$ cat config.mk
export PLATFORM = sky130hd
export DESIGN_NAME = input_stimulus_gen
export DESIGN_NICKNAME = d
export VERILOG_FILES = /design/src/rtl/input_stimulus_gen_pkg.sv /design/src/rtl/input_stimulus_gen_lfsr.sv /design/src/rtl/input_stimulus_gen.sv
export SDC_FILE = /design/constraint.sdc
export NUM_CORES = 1
export LEC_CHECK = 0
export BUFFER_PORTS_ARGS = -buffer_cell sky130_fd_sc_hd__buf_2
export CORE_AREA = 2 2 69 58
export DETAILED_ROUTE_END_ITERATION = 16
export DIE_AREA = 0 0 71 60
export PLACE_DENSITY = 0.82
export SYNTH_ARGS = -nofsm -noshare
export SYNTH_HDL_FRONTEND = slang
export SYNTH_SLANG_ARGS = --single-unit
$ cat constraint.sdc
create_clock -name clk -period 5.2 [get_ports clk]
set_input_delay 0.52 -clock clk [delete_from_list [all_inputs] [get_ports clk]]
set_output_delay 0.52 -clock clk [all_outputs]
set_load 0.1 [all_outputs]
$ cat src/rtl/input_stimulus_gen_pkg.sv
// Shared constants, types and helpers for the input stimulus generator.
package stim_pkg;

    localparam logic [7:0]  TAPS_8  = 8'hB8;
    localparam logic [15:0] TAPS_16 = 16'hB400;
    localparam logic [31:0] TAPS_32 = 32'h80200003;

    localparam int MODE_INDEP  = 0;
    localparam int MODE_ONEHOT = 1;
    localparam int MODE_PAIR   = 2;

    typedef enum logic {
        IDLE,
        RUN
    } stim_state_t;

    // Bits needed to express 0..num_ch, so "no button" gets its own code.
    function automatic int idx_width(input int num_ch);
        return $clog2(num_ch + 1);
    endfunction

    function automatic logic [31:0] lfsr_taps(input int width);
        case (width)
            8:       return 32'(TAPS_8);
            16:      return 32'(TAPS_16);
            32:      return TAPS_32;
            default: return 32'h0;
        endcase
    endfunction

    // One right-shifting Galois step; narrower LFSRs are zero-extended.
    function automatic logic [31:0] lfsr_step(input logic [31:0] s, input logic [31:0] taps);
        return (s >> 1) ^ (s[0] ? taps : 32'h0);
    endfunction

endpackage

$ cat src/rtl/input_stimulus_gen_lfsr.sv
// Right-shifting Galois LFSR with a synchronous seed load that never lets the
// register lock up at zero.
module lfsr_galois
    import stim_pkg::*;
#(
    parameter int          W    = 16,
    parameter logic [W-1:0] TAPS = W'(16'hB400),
    parameter logic [W-1:0] INIT = W'(1)
) (
    input  logic         clk,
    input  logic         rst,
    input  logic         load,
    input  logic         advance,
    input  logic [W-1:0] load_val,
    output logic [W-1:0] state
);

    always_ff @(posedge clk or negedge rst) begin
        if (!rst) begin
            state <= INIT;
        end else if (load) begin
            state <= (load_val == '0) ? W'(1) : load_val;
        end else if (advance) begin
            state <= W'(lfsr_step(32'(state), 32'(TAPS)));
        end
    end

endmodule

$ cat src/rtl/input_stimulus_gen.sv
// Pseudo-random button stimulus with hold interval and exclusivity modes.
// Build option STIM_HOLD_RAND_EN randomises each run hold by up to 15 extra clocks.
module input_stimulus_gen
    import stim_pkg::*;
#(
    parameter int                NUM_CH      = 4,
    parameter int                LFSR_W      = 16,
    parameter logic [LFSR_W-1:0] SEED        = LFSR_W'(16'h0001),
    parameter int                HOLD_CYCLES = 2,
    parameter int                MODE        = MODE_INDEP
) (
    input  logic              clk,
    input  logic              rst,
    input  logic              en,
    input  logic              seed_load,
    input  logic [LFSR_W-1:0] seed_in,
    output logic [NUM_CH-1:0] btn,
    output logic              update,
    output logic [15:0]       update_count
);

    localparam int                IDX_W       = idx_width(NUM_CH);
    localparam int                CNT_W       = $clog2(HOLD_CYCLES + 16);
    localparam logic [LFSR_W-1:0] TAPS        = LFSR_W'(lfsr_taps(LFSR_W));
    localparam logic [LFSR_W-1:0] SEED_NZ     = (SEED == '0) ? LFSR_W'(1) : SEED;
    localparam logic [CNT_W-1:0]  HOLD_RELOAD = CNT_W'(HOLD_CYCLES - 1);

    genvar gi;

    stim_state_t       state_reg, state_next;
    logic [CNT_W-1:0]  cnt_reg, cnt_next, run_reload;
    logic [NUM_CH-1:0] btn_reg, btn_next, btn_mapped;
    logic              update_reg, fire;
    logic [15:0]       count_reg;
    logic [LFSR_W-1:0] lfsr_state, lfsr_next;
    logic              lfsr_next_unused;

    lfsr_galois #(
        .W    (LFSR_W),
        .TAPS (TAPS),
        .INIT (SEED_NZ)
    ) u_lfsr (
        .clk      (clk),
        .rst      (rst),
        .load     (seed_load),
        .advance  (fire),
        .load_val (seed_in),
        .state    (lfsr_state)
    );

    // Value the LFSR takes on an update edge; the new pattern is drawn from it.
    assign lfsr_next        = LFSR_W'(lfsr_step(32'(lfsr_state), 32'(TAPS)));
    assign lfsr_next_unused = ^lfsr_next;

    generate
        if (MODE == MODE_ONEHOT) begin : g_onehot
            logic [IDX_W-1:0] idx;
            assign idx = lfsr_next[LFSR_W-1 -: IDX_W];
            for (gi = 0; gi < NUM_CH; gi++) begin : g_bit
                assign btn_mapped[gi] = (idx == IDX_W'(gi));
            end
        end else if (MODE == MODE_PAIR) begin : g_pair
            logic [NUM_CH-1:0] raw;
            assign raw = lfsr_next[LFSR_W-1 -: NUM_CH];
            // Opposing directions pressed together are dropped as a pair.
            for (gi = 0; gi < NUM_CH / 2; gi++) begin : g_axis
                assign btn_mapped[2*gi]   = raw[2*gi]   & ~raw[2*gi+1];
                assign btn_mapped[2*gi+1] = raw[2*gi+1] & ~raw[2*gi];
            end
        end else begin : g_indep
            assign btn_mapped = lfsr_next[LFSR_W-1 -: NUM_CH];
        end
    endgenerate

`ifdef STIM_HOLD_RAND_EN
    assign run_reload = HOLD_RELOAD + CNT_W'(lfsr_next[3:0]);
`else
    assign run_reload = HOLD_RELOAD;
`endif

    always_ff @(posedge clk or negedge rst) begin
        if (!rst) begin
            state_reg <= IDLE;
        end else if (!seed_load) begin
            state_reg <= state_next;
        end
    end

    always_comb begin
        state_next = en ? RUN : IDLE;
    end

    always_comb begin
        fire     = 1'b0;
        cnt_next = cnt_reg;
        btn_next = btn_reg;
        if (seed_load || state_reg == IDLE || !en) begin
            cnt_next = HOLD_RELOAD;
            btn_next = '0;
        end else if (cnt_reg == '0) begin
            fire     = 1'b1;
            cnt_next = run_reload;
            btn_next = btn_mapped;
        end else begin
            cnt_next = cnt_reg - 1'b1;
        end
    end

    always_ff @(posedge clk or negedge rst) begin
        if (!rst) begin
            cnt_reg    <= HOLD_RELOAD;
            btn_reg    <= '0;
            update_reg <= 1'b0;
            count_reg  <= '0;
        end else begin
            cnt_reg    <= cnt_next;
            btn_reg    <= btn_next;
            update_reg <= fire;
            count_reg  <= count_reg + 16'(fire);
        end
    end

    assign btn          = btn_reg;
    assign update       = update_reg;
    assign update_count = count_reg;

endmodule
==> results.ini <==
[outcome]
status=finished clean

[clock_tree]
cts.htree.levels=2
cts_tree=done
numCtsBuffers=5
clk_latency_ns=0.29
holdBufCountCts=0
cts_setup_buffers=0
path_clk_slew_ns=0.08
root_buffer=clkbuf_8
clock_path_buffers=2
cts.sinks=43
post_cts_resized=0

[yosys]
synthSimpleGateAreaFrac_pct=19.74
ys_async_sr_fraction_pct=100.0
yosys_warnings=0
synth_cell_types=37
syn_inst=189
synth_area_sq_mm=0.002016
ys.flop_type=dfrtp_1
synth-seq-cells=43
ys_seq_area_share_pct=53.51
synth_nets=213
synthAdderAreaFrac_pct=2.483
synth_edf_count=0
synth-compound-area-share_pct=10.49
avgSynthCellArea_sq_um=10.66
synth_top_family_by_area=simple AND/OR/NAND/NOR gates
synthMuxAreaShare_pct=0.5587
synth_xor_area_share_pct=8.256

[floorplan]
coreArea_sq_mm=0.003628
dieArea_sq_mm=0.004260
fp.dieH_um=60
ios=41
die_w_um=71
start_util_pct=55.55
rows=20

[route]
wire_per_inst_um=14.86
routed_wl_mm=4.012
vias_per_cell=5.681
first_pass_iters=4
drc=0
drtIter0Drc=95
vias=1534
postRouteAntennaNets=0

[sta]
max_freq_mhz=305.7
finalHoldViolCount=0
setup_viol=0
finalCritPeriodShare_pct=62.90
setup_tns_ns=0
slew_headroom_pct=34.76
final.setup_skew_ns=0.005042
tightestPinTransition_ns=0.9744
rsz0062_at_grt=false
timing.final.crit_period_ns=3.271
maxSlewViolCount=0

[critical_path]
cp-start-kind=flip-flop
cp-endpoint=update_count[8]$_DFF_PN0_
startpoint=cnt_reg[1]$_DFF_PN0_
reg2reg_depth=10
crit_slowest_cell=nor4b_4
worstSetupPathType=reg2reg
crit_top_cell=ha_1
critical_path.max_stage_delay_ns=0.82
r2r_end=update_count[8]$_DFF_PN0_
crit_fanout=19
r2r-start=cnt_reg[1]$_DFF_PN0_
r2r_slack_ns=1.93
worstPathRequired_ns=5.38
end_kind=flip-flop
worstPathArrival_ns=3.45
worstPathCellList=inv_1, ha_1, nor4b_4, nand2_1, inv_2, ha_1, ha_1, and4_1, nand4_1, xnor2_1

[place]
port_buffers=40
gp_congestion=0.8900
hpwl_mm=2.855

[final_layout]
syn2layout_area_growth_pct=15.02
final_common_cell=dfrtp_1
drive_above_1_share_pct=23.45
layout_common_cells=41 x dfrtp_1, 40 x buf_2, 19 x nand2_1
nets=249
fill_cells=297
utilization_pct=63.90
insertedDiodeCount=0

[power_and_ir_drop]
p_per_area_mw_per_mm2=300.4
clkPwrFrac_pct=30.6
total_power_uw=696.4
internal_power_uw=490.2
p_leak_nw=1.109
p_sw_uw=206.2
comb_power_share_pct=16.3
max-vdd-ir-drop_mv=0.1927
switching_share_pct=29.60
p_seq_share_pct=53.1

[hold_path]
hp-class=in2async

[job]
max_cap_violations=0

[global_routing]
gr-total-overflow=0
grt_usage_pct=20.82
grt_pass1_wl_mm=6.713
grt_max_degree=44
grt_antenna_before_repair=0
grt_pass1_vias=1401

metal layers:
layer | vias up | track usage [%] | wire [um]
met4 | 0 | 8.086 | 46
li1 | 742 | - | -
met5 | - | 0 | 0
met2 | 36 | 29.51 | 1799
met3 | 4 | 5.059 | 174
met1 | 752 | 31.05 | 1991
synthesized netlist by cell type (5+ instances only):
library cell / n / share of area (%)
o311ai_0: 8 / 3.5
nor2_1: 5 / 0.93
inv_1: 14 / 2.6
nand2_1: 19 / 3.5
nand3_1: 14 / 3.5
xnor2_1: 17 / 7.4
nor3_1: 5 / 1.2
clkbuf_1: 9 / 1.7
and4_1: 5 / 2.2
dfrtp_1: 41 / 51
nand4_1: 8 / 2.5
how the worst min path moves through the flow:
stage | end | slack, ns | cells after the start
after floorplan | btn[0]$_DFFE_PN0P_ | 0.22 | 0
after global placement | cnt_reg[0]$_DFF_PN1_ | 0.45 | 1
after detailed placement | cnt_reg[0]$_DFF_PN1_ | 0.46 | 1
after CTS | update_count[2]$_DFF_PN0_ | 0.39 | 1
after global routing | update_count[2]$_DFF_PN0_ | 0.43 | 1
final | state_reg$_DFFE_PN0N_ | 0.37 | 1
power by group through the flow:
stage / Sequential, mW / Clock, mW / Combinational (mW)
floorplan: 0.418 / 0 / 0.0384
global placement: 0.376 / 0 / 0.113
detailed placement: 0.376 / 0 / 0.113
CTS: 0.370 / 0.218 / 0.114
global route: 0.372 / 0.236 / 0.122
finish: 0.370 / 0.213 / 0.113
cells by family after synthesis:
kind of cell	Yosys count
AOI/OAI and AO/OA	25
xor gates and xnor gates	19
adders and majority gates	4
buffers and inverters	26
DFF	43
muxes	1
and+or+nand+nor	71
per-stage QoR:
step	setup slack [ns]	cell area (sq um)	hold WS [ns]	instances
floorplan	2.632	2016	0.2244	189
global placement	2.196	2227	0.4532	262
detailed placement	2.012	2227	0.4607	262
CTS	1.970	2318	0.3873	270
global route	1.675	2318	0.4273	270
finish	1.929	2318	0.3651	270
worst max-delay path, delay by kind of cell, from the launching register on:
kind,cells,cell delay [ns]
flops,1,0.38
fa+ha+maj,3,0.75
simple gates,4,1.56
buf+inv,2,0.32
xor+xnor,1,0.15
area by class of cell:
cell class | instances | area [sq um] | area share [%]
flip-flops and latches | 43 | 1079 | 46.52
inverters | 15 | 56.30 | 2.428
well taps | 44 | 55.05 | 2.375
clock buffers | 7 | 86.33 | 3.724
multi-input cells | 120 | 837.1 | 36.10
clock inverters | 1 | 5.005 | 0.2159
repair buffers | 40 | 200.2 | 8.635
Power figures use the tool's default switching activity.
